### config.mk
export PLATFORM = sky130hd
export DESIGN_NAME = top_level
export DESIGN_NICKNAME = d
export VERILOG_FILES = /design/src/rtl/top_level.sv
export SDC_FILE = /design/constraint.sdc
export NUM_CORES = 1
export LEC_CHECK = 0
export ABC_AREA = 1
export CORE_AREA = 3 3 40 42
export CTS_CLUSTER_DIAMETER = 40
export CTS_CLUSTER_SIZE = 24
export DETAILED_ROUTE_END_ITERATION = 16
export DIE_AREA = 0 0 43 45
export HOLD_SLACK_MARGIN = 0.02
export SLEW_MARGIN = 40
export SYNTH_ARGS = -nofsm -noshare
export SYNTH_HDL_FRONTEND = slang
export SYNTH_SLANG_ARGS = --single-unit
### constraint.sdc
create_clock -name clk -period 2.65 [get_ports clk]
set_clock_uncertainty 0.05 [all_clocks]
set_input_delay 0.795 -clock clk [delete_from_list [all_inputs] [get_ports clk]]
set_output_delay 0.795 -clock clk [all_outputs]
set_load 0.01 [all_outputs]
### src/rtl/top_level.sv
// Hamming SECDED decoder engine: on reset it decodes 15 encoded words held in its own byte memory
// and writes the corrected data words back to the destination region.

module data_mem #(
    parameter int unsigned Depth = 256
) (
    input  logic       clk_i,
    input  logic       we_i,
    input  logic [7:0] addr_i,
    input  logic [7:0] wdata_i,
    output logic [7:0] rdata_o
);

    logic [7:0] core [0:Depth-1];

    always_ff @(posedge clk_i) begin
        if (we_i) begin
            core[addr_i] <= wdata_i;
        end
    end

    assign rdata_o = core[addr_i];

endmodule

module top_level #(
    parameter int unsigned NUM_MSG   = 15,
    parameter int unsigned SRC_BASE  = 30,
    parameter int unsigned DST_BASE  = 0,
    parameter int unsigned MEM_DEPTH = 256
) (
    input  logic clk,
    input  logic reset,
    output logic done
);

    typedef enum logic [2:0] {StIdle, StRdLo, StRdHi, StWrLo, StWrHi, StDone} state_e;

    state_e      state_q, state_d;
    logic [3:0]  cnt_q, cnt_d;
    logic [7:0]  lo_q, lo_d;
    logic [7:0]  hi_q, hi_d;
    logic        done_q, done_d;

    logic        mem_we;
    logic [7:0]  mem_addr;
    logic [7:0]  mem_wdata;
    logic [7:0]  mem_rdata;

    logic [15:0] word;
    logic [3:0]  syn;
    logic        par;
    logic [10:0] data_fix;
    logic [1:0]  flag;
    logic [15:0] decoded;

    // Hamming position of data bit j (d1 sits at 3, d2..d4 at 5..7, d5..d11 at 9..15).
    function automatic int unsigned data_pos(input int unsigned j);
        if (j == 0) return 3;
        else if (j < 4) return j + 4;
        else return j + 5;
    endfunction

    assign word = {hi_q, lo_q};

    always_comb begin
        syn = 4'd0;
        for (int i = 1; i < 16; i++) begin
            if (word[i]) syn = syn ^ 4'(i);
        end
        par = ^word;
        for (int j = 0; j < 11; j++) begin
            data_fix[j] = word[data_pos(j)] ^ (par && (syn == 4'(data_pos(j))));
        end
        if (par)              flag = 2'b01;
        else if (syn != 4'd0) flag = 2'b10;
        else                  flag = 2'b00;
        decoded = {flag, 3'b000, data_fix};
    end

    always_comb begin
        state_d   = state_q;
        cnt_d     = cnt_q;
        lo_d      = lo_q;
        hi_d      = hi_q;
        done_d    = done_q;
        mem_we    = 1'b0;
        mem_addr  = 8'd0;
        mem_wdata = decoded[7:0];
        unique case (state_q)
            StIdle: ;
            StRdLo: begin
                mem_addr = 8'(SRC_BASE) + {3'b000, cnt_q, 1'b0};
                lo_d     = mem_rdata;
                state_d  = StRdHi;
            end
            StRdHi: begin
                mem_addr = 8'(SRC_BASE) + {3'b000, cnt_q, 1'b1};
                hi_d     = mem_rdata;
                state_d  = StWrLo;
            end
            StWrLo: begin
                mem_addr  = 8'(DST_BASE) + {3'b000, cnt_q, 1'b0};
                mem_we    = 1'b1;
                mem_wdata = decoded[7:0];
                state_d   = StWrHi;
            end
            StWrHi: begin
                mem_addr  = 8'(DST_BASE) + {3'b000, cnt_q, 1'b1};
                mem_we    = 1'b1;
                mem_wdata = decoded[15:8];
                if (cnt_q == 4'(NUM_MSG - 1)) begin
                    state_d = StDone;
                    done_d  = 1'b1;
                end else begin
                    cnt_d   = cnt_q + 4'd1;
                    state_d = StRdLo;
                end
            end
            StDone: done_d = 1'b1;
            default: state_d = StIdle;
        endcase
        // Reset is the start pulse; it must also suppress any write in flight.
        if (reset) mem_we = 1'b0;
    end

    always_ff @(posedge clk) begin
        if (reset) begin
            state_q <= StRdLo;
            cnt_q   <= 4'd0;
            lo_q    <= 8'd0;
            hi_q    <= 8'd0;
            done_q  <= 1'b0;
        end else begin
            state_q <= state_d;
            cnt_q   <= cnt_d;
            lo_q    <= lo_d;
            hi_q    <= hi_d;
            done_q  <= done_d;
        end
    end

    assign done = done_q;

    data_mem #(
        .Depth (MEM_DEPTH)
    ) dm1 (
        .clk_i   (clk),
        .we_i    (mem_we),
        .addr_i  (mem_addr),
        .wdata_i (mem_wdata),
        .rdata_o (mem_rdata)
    );

endmodule

Yosys cells after proc, flatten, opt, wreduce, memory -nomap -nowiden
Index checks and enable logic that the tools add are counted.

cells by class
  add/subtract/negate cells = 1
  equality and inequality tests = 7
  mux-type cells = 4
  bitwise logic cells = 1
  reductions and logical operators = 5

operators with widths
  kind                 number
  $pmux 3 s5           1
  $eq 3x2->1 const B   2
  $eq 3x3->1 const B   2
  $add 4x1->4 const B  1
  $eq 4x4->1 const B   1
  $reduce_and 2->1     2
  $eq 3x1->1 const B   1
  $logic_not 3->1      1
  $mux 3               1
  $ne 2x2->1 const B   1
  $pmux 1 s2           1
  $reduce_bool 2->1    1
  $reduce_or 2->1      1
  $mux 1               1
  $not 1->1            1

word-level totals
  flip-flop bits (word level) = 8
  input bits = 2

Logic depth before layout (Yosys ltp)
Gate-level depths: netlist (run 1).

  word-level depth = 3
  depth in mapped cells = 8
  depth with buffers taken out = 8

Worst setup path after synthesis (run 1)
OpenSTA, ideal clock, no wires.

  kind = flip-flop to output port
  start point = register done_q, in the netlist done
  end point = output port done
  arrival time = 0.347 ns
  data required time = 1.805 ns
  path slack = 1.458 ns
  cell stages (with the launch flop) = 1
  path buffers = 0
  cells stage by stage = dfxtp_1

RTL lines
  what                    RTL line  source
  start, declared         43        logic done_q, done_d;
  start signal, assigned  139       done_q <= done_d;
  end, declared           34        output logic done

No word-level cell between the ends.

Final worst setup path (run 1)
  start point = register done_q, in the netlist done
  end point = output port done

No word-level cell between the ends.

==> results of run 1 <==
==> power breakdown <==
group / internal, mW / total [mW] / switching [mW]
Sequential: 0.128 / 0.136 / 0.00822
Combinational: 0.0120 / 0.0273 / 0.0153
Clock: 0.0515 / 0.0877 / 0.0363
Total: 0.191 / 0.251 / 0.0598
==> cell usage in the layout (no fill, tap or decap) <==
cell type and n:
nand2_1 11, nor2_2 2, clkdlybuf4s50_1 2, inv_1 6
a21oi_1 3, ha_1 2, nand2_2 1, nand3_1 6
o211ai_1 1, dfxtp_1 8, nor2_1 11, o21ai_0 2
clkbuf_4 3, xor2_1 1, nand4_1 1
==> worst paths after layout <==
| check | startpoint | end | slack, ps | cells after the start |
|---|---|---|---|---|
| max | done$_SDFFE_PP0P_ | done | 710 | 1 |
| min | done$_SDFFE_PP0P_ | done$_SDFFE_PP0P_ | 420 | 2 |
| max reg2reg | cnt_q[0]$_SDFFE_PP0P_ | cnt_q[0]$_SDFFE_PP0P_ | 1340 | 6 |
| min reg2reg | done$_SDFFE_PP0P_ | done$_SDFFE_PP0P_ | 420 | 2 |
==> routing by layer <==
metal  part of all wire [%]  global-route usage [%]  wire, um  vias up
li1                       -                       -         -      188
met1                     53                    8.43       351      145
met2                     40                    13.5       267        4
met3                    5.6                    5.98        37        2
met4                    1.1                    1.81         7        0
met5                      0                       0         0        -
==> kinds of logic (layout without fill, tap and decap cells) <==
| group | after synthesis | count (layout) | synth area share, % |
|---|---|---|---|
| compound gates | 6 | 6 | 8.41 |
| xor+xnor | 1 | 1 | 2.27 |
| fa+ha+maj | 2 | 2 | 6.47 |
| buf+inv | 6 | 11 | 5.82 |
| flops | 8 | 8 | 41.4 |
| simple gates | 32 | 32 | 35.6 |
==> state kept, by name, summed over array words and instances (netlist names) <==
| signal | count |
|---|---|
| done | 1 |
| cnt_q | 4 |
| state_q | 3 |
==> stage by stage <==
step / power [mW] / setup slack, ps / utilization (%)
floorplan: 0.157 / 1460 / -
global placement: 0.165 / 895 / 33.1
detailed placement: 0.166 / 872 / 33.1
CTS: 0.257 / 695 / 34.9
global route: 0.265 / 667 / 34.9
finish: 0.251 / 712 / 34.9
==> final cells by class <==
type	instances	area, sq um	share of cell area (%)
Clock buffer	3	22.5	5.03
Timing Repair Buffer	2	20.0	4.47
Multi-Input combinational cell	41	204	45.5
Sequential cell	8	160	35.8
Tap cell	15	18.8	4.19
Inverter	6	22.5	5.03
==> tightest hold or removal path: stages (launching register included) <==
cell     delay [ps]
dfxtp_1         320
nor2_1           50
nor2_1           70
==> impl_metrics.env, run 1 <==
export IMPL_synth_edf_count=0
export IMPL_fmax_mhz=516
export IMPL_avgSynthCellArea_sq_um=7.03
export IMPL_crit_buf_inv=1
export IMPL_status="finished clean"
export IMPL_post_drt_wl_per_cell_um=8.85
export IMPL_synth_main_ff_cell="dfxtp_1"
export IMPL_hpwl_um=494
export IMPL_fin_nets=66
export IMPL_die_area_sq_um=1940
export IMPL_antenna_found_initial=0
export IMPL_wirelength_um=664
export IMPL_antennaDiodeCount=0
export IMPL_ys_warn_count=0
export IMPL_timing_hold_ws_ps=417
export IMPL_worst_pin_slew_ps=238
export IMPL_fillers=137
export IMPL_critPathKind="reg2out"
export IMPL_cts_tree="done"
export IMPL_cp_start_kind="register"
export IMPL_power_density_nw_per_um2=561
export IMPL_via_count=339
export IMPL_max_stage_delay_ps=530
export IMPL_yosysTopAreaCellShare_pct=41.4
export IMPL_cp_arrival_ps=1090
export IMPL_path_max_fanout=2
export IMPL_grt_pass1_vias=307
export IMPL_cts_buffers=3
export IMPL_max_slew_margin_rel_pct=84.1
export IMPL_first_pass_iters=3
export IMPL_core_rowCount=13
export IMPL_worstPathCellList="clkdlybuf4s50_1"
export IMPL_drive_gt1_share_pct=10.0
export IMPL_syn_to_final_growth_pct=15.9
export IMPL_cts_root_buf="clkbuf_4"
export IMPL_die_w_um=43
export IMPL_synth_area_leaders="dfxtp_1 (41%), nand2_1 (11%), nor2_1 (11%), nand3_1 (7.8%), ha_1 (6.5%)"
export IMPL_drc=0
export IMPL_syn_inst=55
export IMPL_setup_violations=0
export IMPL_ys_async_sr_fraction_pct=0
export IMPL_min_path_type="reg2reg"
export IMPL_path_clk_slew_ps=50
export IMPL_clkSinkCount=8
export IMPL_yosysUniqueCellTypes=13
export IMPL_ir_drop_v=0.000257
export IMPL_cp_top_family="buffers and inverters"
export IMPL_synth_common_cells="nand2_1 (11), nor2_1 (11), dfxtp_1 (8)"
export IMPL_period_share_pct=73.1
export IMPL_mappedNetlistArea_sq_um=387
export IMPL_place_gp_congestion=0.759
export IMPL_cts_resized=0
export IMPL_fin_cells=75
export IMPL_mappedNetlistNets=59
export IMPL_yosysTopAreaCell="dfxtp_1"
export IMPL_slew_violations=0
export IMPL_power_leakage_nw=0.178
export IMPL_hold_viol=0
export IMPL_ys_ff_latch=8
export IMPL_grt_usage_pct=8.16
export IMPL_grt_max_degree=7
export IMPL_io_buffer_count=2
export IMPL_rsz0062_at_grt="false"
export IMPL_grt_first_pass_wirelength_um=1150
export IMPL_cts_hold_fix_buffers=0
export IMPL_clockBufferDepth=2
export IMPL_die_y_um=45
export IMPL_ctsHtreeMaxLevel=1
export IMPL_slowest_stage="clkdlybuf4s50_1"
export IMPL_ys_seq_area_share_pct=41.4
export IMPL_clk_latency_ps=240
export IMPL_dpl_cell_area_sq_um=425
export IMPL_antenna_left=0
export IMPL_required_ps=1810
export IMPL_maxCapViolCount=0
export IMPL_dp_cells=72
export IMPL_grt_ovfl_total=0
export IMPL_first_iter_violations=5
export IMPL_end_kind="output pin"
export IMPL_post_cts_buffers=0
export IMPL_finalSetupTns_ps=0
export IMPL_period_minus_slack_ps=1940
export IMPL_core_region_area_sq_um=1280
export IMPL_ios=3
export IMPL_start_util_pct=30.1
export IMPL_viasPerCell=4.52
export IMPL_final_cell_area_sq_um=448
Note: power is estimated with default switching activity, not from simulation.
==> run 2, diff against run 1 <==
==> constraint.sdc (replaced) <==
create_clock -name clk -period 1.6 [get_ports clk]
set_clock_uncertainty 0.05 [all_clocks]
set_input_delay 0.48 -clock clk [delete_from_list [all_inputs] [get_ports clk]]
set_output_delay 0.48 -clock clk [all_outputs]
set_load 0.01 [all_outputs]
==> run 2 against run 1 <==
  * Setup slack worse by 490 ps
  * Final cell count up 1.3%
  * Register-to-register slack worse by 1000 ps
  * Highest routed layer is now met3
==> impl_metrics.env, run 2 (synthesis results as in run 1) <==
export IMPL_status="finished clean"
export IMPL_hold_viol=0
export IMPL_final_cell_area_sq_um=454
export IMPL_antenna_found_initial=0
export IMPL_viasPerCell=4.49
export IMPL_rsz0062_at_grt="false"
export IMPL_cp_top_family="flip-flops"
export IMPL_worst_pin_slew_ps=212
export IMPL_cts_tree="done"
export IMPL_antennaDiodeCount=0
export IMPL_r2r_start="cnt_q[0]$_SDFFE_PP0P_"
export IMPL_clkSinkCount=8
export IMPL_grt_first_pass_wirelength_um=1210
export IMPL_wirelength_um=694
export IMPL_slew_violations=0
export IMPL_first_pass_iters=4
export IMPL_setup_violations=0
export IMPL_largest_reg_flops=4
export IMPL_grt_pass1_vias=301
export IMPL_die_w_um=43
export IMPL_min_from="done$_SDFFE_PP0P_"
export IMPL_via_count=341
export IMPL_ctsHtreeMaxLevel=1
export IMPL_clk_latency_ps=250
export IMPL_critPathLaunch="done$_SDFFE_PP0P_"
export IMPL_period_minus_slack_ps=1380
export IMPL_grt_ovfl_total=0
export IMPL_drc=0
export IMPL_fmax_mhz=726
export IMPL_post_drt_wl_per_cell_um=9.13
export IMPL_io_buffer_count=2
export IMPL_drive_gt1_share_pct=11.5
export IMPL_power_leakage_nw=0.187
export IMPL_max_slew_margin_rel_pct=85.9
export IMPL_die_area_sq_um=1940
export IMPL_slowest_stage="dfxtp_1"
export IMPL_die_y_um=45
export IMPL_ir_drop_v=0.000374
export IMPL_worstPathCellList="dlygate4sd2_1"
export IMPL_grt_usage_pct=8.85
export IMPL_period_share_pct=86.1
export IMPL_syn_to_final_growth_pct=17.5
export IMPL_min_path_type="reg2reg"
export IMPL_core_rowCount=13
export IMPL_core_region_area_sq_um=1280
export IMPL_cp_start_kind="register"
export IMPL_ios=3
export IMPL_path_max_fanout=2
export IMPL_cts_root_buf="clkbuf_4"
export IMPL_max_stage_delay_ps=330
export IMPL_cts_buffers=3
export IMPL_place_gp_congestion=0.745
export IMPL_start_util_pct=30.1
export IMPL_layout_common_cells="nand2_1 (11), nor2_1 (11), dfxtp_1 (8)"
export IMPL_maxCapViolCount=0
export IMPL_crit_buf_inv=1
export IMPL_required_ps=1070
export IMPL_fin_nets=67
export IMPL_antenna_left=0
export IMPL_clockBufferDepth=2
export IMPL_power_density_nw_per_um2=934
export IMPL_end_kind="output pin"
export IMPL_cp_arrival_ps=850
export IMPL_fillers=145
export IMPL_first_iter_violations=7
export IMPL_regMostFlops="cnt_q"
export IMPL_hpwl_um=507
export IMPL_finalSetupTns_ps=0
export IMPL_grt_max_degree=7
export IMPL_critPathKind="reg2out"
export IMPL_dpl_cell_area_sq_um=433
export IMPL_path_clk_slew_ps=50
## run 2: changes by cell type in the layout (fill, tap and decap cells not counted), sizes merged
| cell | change |
|---|---|
| clkdlybuf4s50 | -1 |
| dlygate4sd2 | +1 |
| buf | +1 |
## run 2: metrics by stage
step / worst slack, ps / instances / hold slack, ps / util [%] / power (mW)
2_1_floorplan: 420 / 55 / 428 / - / 0.260
3_3_place_gp: 241 / 73 / 401 / 33.7 / 0.275
3_5_place_dp: 223 / 73 / 420 / 33.7 / 0.276
4_1_cts: 214 / 76 / 428 / 35.3 / 0.434
5_1_grt: 119 / 76 / 439 / 35.3 / 0.454
6_report: 223 / 76 / 428 / 35.3 / 0.424
## run 2: where the power goes
| part | total, mW | internal [mW] | switching [mW] |
|---|---|---|---|
| logic | 0.0459 | 0.0204 | 0.0255 |
| clock network | 0.153 | 0.0858 | 0.0676 |
| registers | 0.225 | 0.211 | 0.0135 |
| total | 0.424 | 0.318 | 0.107 |
## run 2: timing repair
action | CTS | global route
setup endpoints to repair | 1 | 0
gates resized for setup | 1 | 0
hold buffers | 0 | 0
buffers inserted | 0 | 0
## run 2: path summary, 6_finish.rpt
kind	end	slack, ps	cells past startpoint
setup reg to reg	cnt_q[0]$_SDFFE_PP0P_	300	6
hold reg to reg	done$_SDFFE_PP0P_	430	2
hold / removal	done$_SDFFE_PP0P_	430	2
setup / recovery	done	220	1
## run 2: area by class of cell
type | count | area, sq um | area share [%]
clock buffer | 3 | 22.5 | 4.96
inverter | 6 | 22.5 | 4.96
multi-input combinational | 41 | 204 | 44.9
sequential | 8 | 160 | 35.3
tap | 15 | 18.8 | 4.13
timing repair buffer | 3 | 26.3 | 5.79
## run 2: layer usage
metal  wire, um  part of all wire, %  global-route usage (%)  vias up
met5          0                    0                       0        -
met4          0                    0                    3.61        0
met3         47                  6.8                    5.98        0
met2        294                   42                    12.0        6
met1        352                   51                    10.9      142
li1           -                    -                       -      193
==> run 3, diff against run 2 <==
--- a/config.mk
+++ b/config.mk
@@ -6,11 +6,11 @@
 export NUM_CORES = 1
 export LEC_CHECK = 0
 export ABC_AREA = 1
-export CORE_AREA = 3 3 40 42
+export CORE_AREA = 2 2 39 41
 export CTS_CLUSTER_DIAMETER = 40
 export CTS_CLUSTER_SIZE = 24
 export DETAILED_ROUTE_END_ITERATION = 16
-export DIE_AREA = 0 0 43 45
+export DIE_AREA = 0 0 41 43
 export HOLD_SLACK_MARGIN = 0.02
 export SLEW_MARGIN = 40
 export SYNTH_ARGS = -nofsm -noshare
==> run 3 against run 2 <==
  * Utilization fell by 2.4 points
  * Global-route usage rose by 0.61 points
  * Sequential cell count did not move
  * Final cell count rose by 1.3%
  * Routed wire length rose by 0.43%
  * Count of clock-buffer cells in the layout did not move
  * Critical endpoint unchanged
  * Largest cell class unchanged
==> impl_metrics.env, run 3 (synthesis results as in run 1) <==
export IMPL_min_from="done$_SDFFE_PP0P_"
export IMPL_path_max_fanout=2
export IMPL_timing_rr_end="cnt_q[0]$_SDFFE_PP0P_"
export IMPL_fin_nets=67
export IMPL_cts_tree="done"
export IMPL_setup_violations=0
export IMPL_cts_buffers=3
export IMPL_status="finished clean"
export IMPL_cp_arrival_ps=830
export IMPL_power_density_nw_per_um2=937
export IMPL_fmax_mhz=734
export IMPL_sw_frac_of_total_pct=25.6
export IMPL_hold_depth=2
export IMPL_route_met3_wl_um=28
export IMPL_hpwl_um=517
export IMPL_place_gp_congestion=0.744
export IMPL_hold_viol=0
export IMPL_layout_common_cells="nand2_1 (11), nor2_1 (11), dfxtp_1 (8)"
export IMPL_final_cell_area_sq_um=455
export IMPL_clk_latency_ps=250
export IMPL_wirelength_um=697
export IMPL_p_switching_mw=0.109
export IMPL_grt_pass1_vias=277
export IMPL_worst_slack_ps=237
export IMPL_period_minus_slack_ps=1360
export IMPL_critPathKind="reg2out"
export IMPL_io_buffer_count=2
export IMPL_regMostFlops="cnt_q"
export IMPL_first_pass_iters=2
export IMPL_start_util_pct=27.9
export IMPL_antenna_found_initial=0
export IMPL_grt_ovfl_total=0
export IMPL_first_iter_violations=1
export IMPL_viasPerCell=4.43
export IMPL_ctsHtreeMaxLevel=1
export IMPL_crit_buf_inv=1
export IMPL_ff2ff_setup_slack_ps=300
export IMPL_core_rowCount=14
export IMPL_ios=3
export IMPL_antennaDiodeCount=0
export IMPL_ir_drop_v=0.000527
export IMPL_worstHoldEndpoint="done$_SDFFE_PP0P_"
export IMPL_end_kind="output pin"
export IMPL_dpl_cell_area_sq_um=434
export IMPL_combPwrFrac_pct=10.8
export IMPL_core_region_area_sq_um=1380
export IMPL_intPower_mw=0.318
export IMPL_p_seq_share_pct=52.7
export IMPL_period_share_pct=85.2
export IMPL_post_drt_wl_per_cell_um=9.05
export IMPL_drive_gt1_share_pct=11.5
export IMPL_max_slew_margin_rel_pct=85.4
export IMPL_total_power_mw=0.427
export IMPL_min_path_type="reg2reg"
export IMPL_via_count=341
export IMPL_dp_cells=74
export IMPL_drc=0
export IMPL_clockBufferDepth=2
export IMPL_clockPowerShare_pct=36.6
export IMPL_cp_start_kind="register"
export IMPL_die_area_sq_um=1760
export IMPL_maxCapViolCount=0
export IMPL_preCtsSetupSlack_ps=234
export IMPL_worstPathCellList="dlygate4sd2_1"
export IMPL_cts_root_buf="clkbuf_4"
export IMPL_power_leakage_nw=0.187
export IMPL_antenna_left=0
export IMPL_post_cts_buffers=0
export IMPL_fillers=154
export IMPL_slew_violations=0
export IMPL_r2r_start="cnt_q[0]$_SDFFE_PP0P_"
export IMPL_grt_max_degree=7
export IMPL_slowest_stage="dfxtp_1"
export IMPL_worst_pin_slew_ps=219
export IMPL_largest_reg_flops=4
export IMPL_required_ps=1070
export IMPL_grt_first_pass_wirelength_um=1080
export IMPL_rsz0062_at_grt="false"
export IMPL_top_layer="met4"
export IMPL_syn_to_final_growth_pct=17.8
export IMPL_wl_met1_um=355
export IMPL_fin_cells=77
export IMPL_cp_top_family="flip-flops"
export IMPL_finalSetupTns_ps=0
export IMPL_route_met2_wl_um=300
export IMPL_reg2regPathDepth=6
export IMPL_die_w_um=41
export IMPL_max_stage_delay_ps=320
export IMPL_grt_usage_pct=9.46
export IMPL_die_y_um=43
export IMPL_utilization_pct=32.9
export IMPL_path_clk_slew_ps=60
export IMPL_clkSinkCount=8
export IMPL_timing_hold_ws_ps=408
run 3: layer usage:
metal  global-route usage [%]  vias up
met5                        0        -
met4                     6.00        0
met3                     6.28        2
met2                     13.1        4
met1                     10.0      145
li1                         -      190
run 3: area by class of cell:
cell class | count | area (sq um) | share of cell area (%)
Tap cell | 16 | 20.0 | 4.40
Multi-Input combinational cell | 41 | 204 | 44.8
Sequential cell | 8 | 160 | 35.2
Timing Repair Buffer | 3 | 26.3 | 5.77
Inverter | 6 | 22.5 | 4.95
Clock buffer | 3 | 22.5 | 4.95
run 3: power groups by stage:
stage | registers (mW) | logic [mW] | clock network [mW]
after floorplan | 0.227 | 0.0326 | 0
after global placement | 0.228 | 0.0463 | 0
after detailed placement | 0.229 | 0.0470 | 0
after CTS | 0.224 | 0.0462 | 0.163
after global routing | 0.226 | 0.0534 | 0.177
final | 0.225 | 0.0459 | 0.156
run 3: worst max path at each step:
stage | startpoint | to | cells after the start
after floorplan | cnt_q[0]$_SDFFE_PP0P_ | cnt_q[1]$_SDFFE_PP0P_ | 8
after global placement | done$_SDFFE_PP0P_ | done | 1
after detailed placement | done$_SDFFE_PP0P_ | done | 1
after CTS | done$_SDFFE_PP0P_ | done | 1
after global routing | cnt_q[0]$_SDFFE_PP0P_ | cnt_q[1]$_SDFFE_PP0P_ | 8
final | done$_SDFFE_PP0P_ | done | 1
run 3: repair_timing:
action,CTS,global route
hold buffers,0,0
resized for setup,1,0
endpoints found under the setup margin,1,0
